## config.mk

```make
export PLATFORM = sky130hd
export DESIGN_NAME = dab_meas_conditioner
export DESIGN_NICKNAME = d
export VERILOG_FILES = /design/src/rtl/dab_meas_conditioner.sv
export SDC_FILE = /design/constraint.sdc
export NUM_CORES = 1
export LEC_CHECK = 0
export ABC_AREA = 1
export BUFFER_PORTS_ARGS = -buffer_cell sky130_fd_sc_hd__buf_2
export CORE_MARGIN = 3
export CORE_UTILIZATION = 60
export CTS_CLUSTER_DIAMETER = 150
export DETAILED_ROUTE_END_ITERATION = 10
export PLACE_DENSITY = 0.79
export SETUP_SLACK_MARGIN = 0.5
export SLEW_MARGIN = 40
export SYNTH_ARGS = -nofsm -noshare
export SYNTH_HDL_FRONTEND = slang
export SYNTH_SLANG_ARGS = --single-unit
```

## constraint.sdc

```tcl
create_clock -name clk -period 10.2 [get_ports clk]
set_input_delay 2.04 -clock clk [delete_from_list [all_inputs] [get_ports clk]]
set_output_delay 2.04 -clock clk [all_outputs]
set_load 0.1 [all_outputs]
```

## src/rtl/dab_meas_conditioner.sv

```systemverilog
// dab_meas_conditioner
//   Conditions raw ADC samples of the two DAB DC-link voltages into signed
//   Q20.17 values for the controller. Each sample is offset-corrected and
//   block-averaged over 2**AVG_LOG2 samples per channel. The average is then
//   gain-scaled through one shared multiplier and saturated into a shadow
//   pair. The shadow pair is published to Vdc1/Vdc2 only on the actuator's
//   per-period trigger, so the controller always sees a coherent pair. A
//   sticky over-voltage fault is raised when either scaled value exceeds
//   OV_LIMIT.
//
// Ports
//   clk        system clock
//   rst        asynchronous reset, active-low
//   CE         clock enable; low freezes every register
//   trigger    one-cycle pulse per DAB period
//   adc_valid  sample strobe
//   adc_ch     sample channel (0 = Vdc1, 1 = Vdc2)
//   adc_data   raw unsigned ADC word
//   fault_clr  clears ov_fault
//   Vdc1/Vdc2  published signed Q20.17 voltages
//   data_rdy   one-cycle pulse after Vdc1/Vdc2 were updated
//   stale      last trigger found no new pair
//   ov_fault   sticky over-voltage flag
module dab_meas_conditioner #(
  parameter int ADC_BITS     = 12,
  parameter int BITS_ENTEROS = 20,
  parameter int BITS_DECIMAL = 17,
  parameter int AVG_LOG2     = 3,
  parameter logic [ADC_BITS-1:0] OFFSET1 = 12'd0,
  parameter logic [ADC_BITS-1:0] OFFSET2 = 12'd0,
  parameter logic signed [BITS_ENTEROS+BITS_DECIMAL:0] GAIN1    = 38'sd13107,
  parameter logic signed [BITS_ENTEROS+BITS_DECIMAL:0] GAIN2    = 38'sd13107,
  parameter logic signed [BITS_ENTEROS+BITS_DECIMAL:0] OV_LIMIT = 38'sd6553600
) (
  input  logic                                    clk,
  input  logic                                    rst,
  input  logic                                    CE,
  input  logic                                    trigger,
  input  logic                                    adc_valid,
  input  logic                                    adc_ch,
  input  logic [ADC_BITS-1:0]                     adc_data,
  input  logic                                    fault_clr,
  output logic signed [BITS_ENTEROS+BITS_DECIMAL:0] Vdc1,
  output logic signed [BITS_ENTEROS+BITS_DECIMAL:0] Vdc2,
  output logic                                    data_rdy,
  output logic                                    stale,
  output logic                                    ov_fault
);

  localparam int DW = ADC_BITS + 1;                   // offset-corrected sample
  localparam int AW = ADC_BITS + 1 + AVG_LOG2;        // accumulator
  localparam int CW = AVG_LOG2 + 1;                   // sample counter
  localparam int OW = BITS_ENTEROS + BITS_DECIMAL + 1; // output word
  localparam int PW = DW + OW;                        // full product
  localparam logic [CW-1:0] FULL_CNT = CW'(1) << AVG_LOG2;

  typedef enum logic [1:0] {
    ST_ACC    = 2'd0,
    ST_SCALE1 = 2'd1,
    ST_SCALE2 = 2'd2
  } state_t;

  // Clamp a full-width product into the signed output word.
  function automatic logic signed [OW-1:0] sat_out(input logic signed [PW-1:0] p);
    logic [PW-OW:0] top;
    top = p[PW-1:OW-1];
    if (top == {(PW-OW+1){p[PW-1]}}) begin
      sat_out = p[OW-1:0];
    end else if (p[PW-1]) begin
      sat_out = {1'b1, {(OW-1){1'b0}}};
    end else begin
      sat_out = {1'b0, {(OW-1){1'b1}}};
    end
  endfunction

  state_t                  state_r;
  state_t                  state_next_s;
  logic signed [AW-1:0]    acc_r [2];
  logic [CW-1:0]           cnt_r [2];
  logic signed [DW-1:0]    avg_r [2];
  logic signed [DW-1:0]    avg_next_s [2];
  logic                    take_s [2];
  logic signed [DW-1:0]    d_s;
  logic [ADC_BITS-1:0]     offset_s;
  logic                    start_s;
  logic signed [PW-1:0]    mul_a_s;
  logic signed [PW-1:0]    mul_b_s;
  logic signed [PW-1:0]    prod_s;
  logic signed [OW-1:0]    sat_s;
  logic                    scaling_s;
  logic signed [OW-1:0]    shadow1_r;
  logic signed [OW-1:0]    shadow2_r;
  logic                    shadow_valid_r;

  // Offset correction, per-channel sample steering and average extraction.
  always_comb begin
    offset_s = adc_ch ? OFFSET2 : OFFSET1;
    d_s      = $signed({1'b0, adc_data}) - $signed({1'b0, offset_s});
    start_s  = (state_r == ST_ACC) && (cnt_r[0] == FULL_CNT) && (cnt_r[1] == FULL_CNT);
    for (int n = 0; n < 2; n++) begin
      take_s[n]     = adc_valid && (adc_ch == 1'(n));
      avg_next_s[n] = DW'(acc_r[n] >>> AVG_LOG2);
    end
  end

  // Shared multiplier: channel 1 in SCALE1, channel 2 otherwise.
  always_comb begin
    if (state_r == ST_SCALE1) begin
      mul_a_s = PW'(avg_r[0]);
      mul_b_s = PW'(GAIN1);
    end else begin
      mul_a_s = PW'(avg_r[1]);
      mul_b_s = PW'(GAIN2);
    end
    prod_s    = mul_a_s * mul_b_s;
    sat_s     = sat_out(prod_s);
    scaling_s = (state_r == ST_SCALE1) || (state_r == ST_SCALE2);
  end

  // FSM state register.
  always_ff @(posedge clk or negedge rst) begin
    if (!rst) begin
      state_r <= ST_ACC;
    end else if (CE) begin
      state_r <= state_next_s;
    end
  end

  // FSM next-state logic.
  always_comb begin
    state_next_s = state_r;
    case (state_r)
      ST_ACC: begin
        if (start_s) begin
          state_next_s = ST_SCALE1;
        end else begin
          state_next_s = ST_ACC;
        end
      end
      ST_SCALE1: state_next_s = ST_SCALE2;
      ST_SCALE2: state_next_s = ST_ACC;
      default:   state_next_s = ST_ACC;
    endcase
  end

  // Accumulators, counters and latched averages. When a block completes the
  // accumulator restarts from the same-edge sample so none is lost.
  always_ff @(posedge clk or negedge rst) begin
    if (!rst) begin
      for (int n = 0; n < 2; n++) begin
        acc_r[n] <= '0;
        cnt_r[n] <= '0;
        avg_r[n] <= '0;
      end
    end else if (CE) begin
      for (int n = 0; n < 2; n++) begin
        if (start_s) begin
          avg_r[n] <= avg_next_s[n];
          if (take_s[n]) begin
            acc_r[n] <= AW'(d_s);
            cnt_r[n] <= CW'(1);
          end else begin
            acc_r[n] <= '0;
            cnt_r[n] <= '0;
          end
        end else if (take_s[n] && (cnt_r[n] != FULL_CNT)) begin
          acc_r[n] <= acc_r[n] + AW'(d_s);
          cnt_r[n] <= cnt_r[n] + CW'(1);
        end
      end
    end
  end

  // Shadow pair, trigger publishing and the sticky over-voltage flag.
  // A trigger during SCALE2 publishes the previous pair; the pair being
  // finished that cycle stays valid for the next trigger.
  always_ff @(posedge clk or negedge rst) begin
    if (!rst) begin
      shadow1_r      <= '0;
      shadow2_r      <= '0;
      shadow_valid_r <= 1'b0;
      Vdc1           <= '0;
      Vdc2           <= '0;
      data_rdy       <= 1'b0;
      stale          <= 1'b0;
      ov_fault       <= 1'b0;
    end else if (CE) begin
      if (state_r == ST_SCALE1) begin
        shadow1_r <= sat_s;
      end
      if (state_r == ST_SCALE2) begin
        shadow2_r <= sat_s;
      end

      if (state_r == ST_SCALE2) begin
        shadow_valid_r <= 1'b1;
      end else if (trigger) begin
        shadow_valid_r <= 1'b0;
      end

      if (trigger && shadow_valid_r) begin
        Vdc1     <= shadow1_r;
        Vdc2     <= shadow2_r;
        data_rdy <= 1'b1;
        stale    <= 1'b0;
      end else if (trigger) begin
        data_rdy <= 1'b0;
        stale    <= 1'b1;
      end else begin
        data_rdy <= 1'b0;
      end

      // Setting takes priority over a coincident clear.
      if (scaling_s && (sat_s > OV_LIMIT)) begin
        ov_fault <= 1'b1;
      end else if (fault_clr) begin
        ov_fault <= 1'b0;
      end
    end
  end

endmodule

```

**After elaboration in Yosys (flattened, before gate mapping)**

Index checks and enable logic that the tools add are counted.

- Word-level logic and storage cells: 77
- Output and inout bits: 79
- Register bits after elaboration: 224
- Input bits: 19

- Muxes and demuxes: 24
- Magnitude comparators: 1
- Reductions and logical operators: 24
- Eq/ne operators: 7
- Bitwise logic cells: 1
- Multiply operators: 1
- $add $sub $neg: 4

Operators by type and width:

| operator | count |
|---|---|
| 38-bit 2-to-1 mux | 2 |
| 16-bit 2-to-1 mux | 4 |
| 51-bit by 15-bit multiplier with 51-bit output, second input constant | 1 |
| 51-bit 2-to-1 mux | 1 |
| 38-bit by 24-bit > comparator with 1-bit output, second input constant | 1 |
| 16-bit by 13-bit adder with 16-bit output | 2 |
| 12-bit 2-to-1 mux | 2 |
| 2-bit AND reduction | 9 |
| 4-bit 2-to-1 mux | 4 |
| 13-bit equality test | 1 |
| 1-bit 2-to-1 mux | 10 |
| 2-bit nonzero test | 5 |
| 4-bit by 1-bit adder with 4-bit output, second input constant | 2 |
| 4-bit equality test, second input constant | 2 |
| 1-bit logical AND | 8 |
| 4-bit != test, second input constant | 2 |
| 2-bit one-hot mux with 2 select lines | 1 |
| 2-bit by 1-bit equality test with 1-bit output, second input constant | 1 |
| 2-bit equality test, second input constant | 1 |
| 2-bit logical NOT | 1 |
| 1-bit logical OR | 1 |
| 1-bit inverter | 1 |

**Longest topological paths before layout**

- Word-level depth: 9
- Mapped depth: 40

**Worst setup path after synthesis**

No wires, ideal clock.

- Kind: reg-to-reg
- Start: register state_r[1]
- End: register ov_fault
- Slack: 3.884 ns
- Data required time: 10.080 ns
- Path buffers: 3
- Arrival: 6.197 ns
- Setup time: 0.120 ns
- Stages on the path, launching flop included: 34
- Period minus slack after synthesis: 6.316 ns
- Cells stage by stage: dfrtp_1 > inv_1 > ha_1 > buf_2 > clkbuf_1 > o21ai_0 > inv_1 > ha_1 > fa_1 > inv_1 > fa_1 > fa_1 > inv_1 > fa_1 > inv_1 > fa_1 > inv_1 > ha_1 > nand2_1 > nor2_2 > nand2_1 > nor3_2 > nand2_1 > nand3_2 > nand2_2 > nand2_4 > buf_6 > nand3_2 > nor2_1 > nand2_1 > nor2_1 > nand2_1 > nand3_1 > nand2_1

- Word-level cells in the longest chain between the ends: 9

Ends and longest elaborated chain:

| item | RTL line | text |
|---|---|---|
| start, declared | 76 | `state_t state_r;` |
| start signal, assigned | 125 | `state_r <= state_next_s;` |
| 2-bit by 1-bit equality test with 1-bit output | 108, 117 |  |
| 51-bit 2-to-1 mux | 108 | `if (state_r == ST_SCALE1) begin` |
| 51-bit by 15-bit multiplier with 51-bit output | 115 | `prod_s = mul_a_s * mul_b_s;` |
| 13-bit equality test or 38-bit 2-to-1 mux (tied branches) | 67, 69 |  |
| 38-bit 2-to-1 mux | 67 | `if (top == {(PW-OW+1){p[PW-1]}}) begin` |
| 38-bit by 24-bit > comparator with 1-bit output | 214 | `if (scaling_s && (sat_s > OV_LIMIT)) begin` |
| 1-bit logical AND * | 214 |  |
| 2-bit nonzero test (no line) | n/a |  |
| 2-bit AND reduction (no line) | n/a |  |
| end signal, assigned | 186 | `ov_fault <= 1'b0;` |
| end signal, assigned | 215 | `ov_fault <= 1'b1;` |
| end signal, assigned | 217 | `ov_fault <= 1'b0;` |
| end, declared | 47 | `output logic ov_fault` |

Every way passes the cells marked *; elsewhere a longest branch is shown, timed or not.
A chain may end at the register's enable or synchronous reset.

**Worst setup path after layout**

Ends and elaborated chain as after synthesis.

==> qor.csv <==
stage,metric,value,unit
outcome,outcome,completed,
floorplanning,start_util,0.621,
synth,syn-cell-area,14800,um^2
drt,met3_length,1780,um
final_layout,diodes,0,
floorplanning,num_io_pins,98,
clocking,cts_root_buf,clkbuf_16,
synth,synth_cells,1889,
final_layout,fill_cells,2008,
synth,synth_seq_area_share,0.378,
drt,drt-met1-wl,16300,um
floorplanning,coreArea,23900,um^2
drt,drc_errors,0,
timing,setup-tns-final,0,ps
floorplanning,rows,56,
floorplanning,fp.dieW,163,um
setup_path,crit_slowest_cell,ha_1,
grt,grt.overflow.total,0,
setup_path,critPathArrivalTime,7800,ps
timing,post-route-min-period,7390,ps
setup_path,crit_fanout,22,
clocking,cts_buffers,24,
clocking,htree_levels,1,
final_layout,area_growth_syn_to_layout,10.8,%
synth,synth_top_area_share,0.378,
drt,drtPass1Iterations,5,
final_layout,num-nets-final,2167,
floorplanning,die_area,26700,um^2
drt,final_antenna_net_count,0,
drt,route.top_layer_used,met4,
clocking,cts_tree,done,
synth,syn_avg_cell_area,7.86,um^2
final_layout,final_common_cell,nand2_1,
clocking,clockBufferDepth,3,
clocking,path_clk_slew,60,ps
worst_hold_path,holdCritPathClass,reg2reg,
timing,fin_crit_sh,0.725,
drt,wire_per_inst,15.8,um
grt,track_usage,0.280,
drt,dr_total_vias,12300,
setup_path,r2r_slack,2810,ps
synth,synthTopCellsByArea,"dfrtp_1 38%, nand2_1 13%, fa_1 9.3%",
grt,antenna_found_initial,0,
final_layout,layout-drive-gt1-share,0.0940,
synth,synth_top_area_cell,dfrtp_1,
timing,fmax,135,MHz
setup_path,cp.required,10600,ps
clocking,cts_setup_buffers,0,
timing,hold_viol,0,
setup_path,critPathLaunchType,register,
drt,wl_met2,17500,um
timing,holdWs,463,ps
drt,routed_wl,36600,um
timing,fin_skew,29.6,ps
timing,slew_headroom,0.467,
grt,grt_pass1_wl,60200,um
drt,vias_per_cell,5.32,
place,gp_congestion,0.921,
drt,drtIter0Drc,947,
synth,syn_nets,2084,
final_layout,multi_input_area,7670,um^2
grt,grt_pass1_vias,12000,
synth,ys_ff_latch,224,
clocking,cts_resized,0,
clocking,cts_sinks,224,
synth,yosysWarnings,0,
grt,grt_max_degree,124,
final_layout,mostFrequentLayoutCells,"524 x nand2_1, 360 x inv_1, 224 x dfrtp_1, 195 x o21ai_0, 107 x ha_1",
timing,setup_viol,0,
place,dp_hpwl,28100,um
place,port_buffers,97,
synth,ys_types,44,
clocking,clk_latency,530,ps
setup_path,endpoint_kind,register,
final_layout,post-route-util,0.689,
setup_path,cpPeakStageDelay,650,ps
timing,rsz0062_at_grt,no,
timing,tightestPinTransition,800,ps
flow_run,drv_cap,0,
clocking,hold_buffers,0,
floorplanning,die_y,163,um
setup_path,crit_path_frequent_cell,nand2_1,
final_layout,seqCellArea,5610,um^2
setup_path,critPathKind,reg2reg,
timing,slew_viol_final,0,
[through the flow]
step,cells,setup slack [ps],instance area (um^2)
after CTS,2309,2850,16500
after global routing,2309,2180,16500
after global placement,2265,3080,15600
final,2309,2810,16500
after detailed placement,2265,2930,15600
after floorplan,1889,3880,14800
[final timing paths]
kind,start,to,cells past startpoint
setup / recovery,state_r[1]$_DFFE_PN0P_,ov_fault$_DFFE_PN0P_,33
hold / removal,Vdc1[17]$_DFFE_PN0P_,Vdc1[17]$_DFFE_PN0P_,2
setup reg to reg,state_r[1]$_DFFE_PN0P_,ov_fault$_DFFE_PN0P_,33
hold reg to reg,Vdc1[17]$_DFFE_PN0P_,Vdc1[17]$_DFFE_PN0P_,2
max in group asynchronous,rst,Vdc2[16]$_DFFE_PN0P_,2
min in group asynchronous,rst,Vdc2[18]$_DFFE_PN0P_,1
[synthesized netlist by cell type, drive strengths merged]
cell     number
a21oi        78
a21o          1
o31ai         1
dfrtp       224
or2           3
ha          107
mux2          1
buf           6
o2111ai       1
clkbuf       41
nand2       535
o311ai        1
xor2         27
clkinv        3
inv         370
o211a         1
a211oi        3
a2bb2oi       4
o21a          1
o21ai       202
xnor2        12
o22ai         4
nor2         95
a22oi        13
nand3        51
o21bai        6
nor3         12
nand4         8
a31oi         3
o211ai        3
fa           69
nand3b        2
conb          1
[logic make-up (layout without fill, tap and decap cells)]
family / count (synthesis) / in the layout / synth area share
and+or+nand+nor: 706 / 706 / 0.192
buffers and inverters: 420 / 521 / 0.107
AOI/OAI and AO/OA: 322 / 322 / 0.116
DFF: 224 / 224 / 0.378
adders and majority gates: 176 / 176 / 0.183
xor gates and xnor gates: 39 / 39 / 0.0230
other: 1 / 1 / 0.000253
muxes: 1 / 1 / 0.000758
[sequential cells by signal (all words and copies together), names as in the netlist]
| register | cells |
|---|---|
| Vdc1 | 38 |
| Vdc2 | 38 |
| acc_r | 32 |
| avg_r | 26 |
| cnt_r | 8 |
| data_rdy | 1 |
| ov_fault | 1 |
| shadow1_r | 38 |
| shadow2_r | 38 |
| shadow_valid_r | 1 |
| stale | 1 |
| state_r | 2 |
[cell type report]
type | count | area share
clock inverter | 10 | 0.00783
multi-input combinational | 1245 | 0.466
clock buffer | 34 | 0.0424
inverter | 373 | 0.0852
sequential | 224 | 0.341
timing repair buffer | 104 | 0.0338
tap | 319 | 0.0243
[critical path, delay by kind of cell (launching register included)]
kind            cells  cell delay [ps]
buf+inv             8              700
fa+ha+maj           8             3980
compound gates      1              150
simple gates       16             2050
flops               1              390
[per-layer routing]
metal | vias up | GRT usage
met5 | - | 0
met4 | 0 | 0.0804
met3 | 68 | 0.0271
met2 | 349 | 0.469
met1 | 5836 | 0.392
li1 | 6028 | -
Power is not shown: default switching activity piles up to over one toggle a cycle in this logic, so the estimate is an artifact.
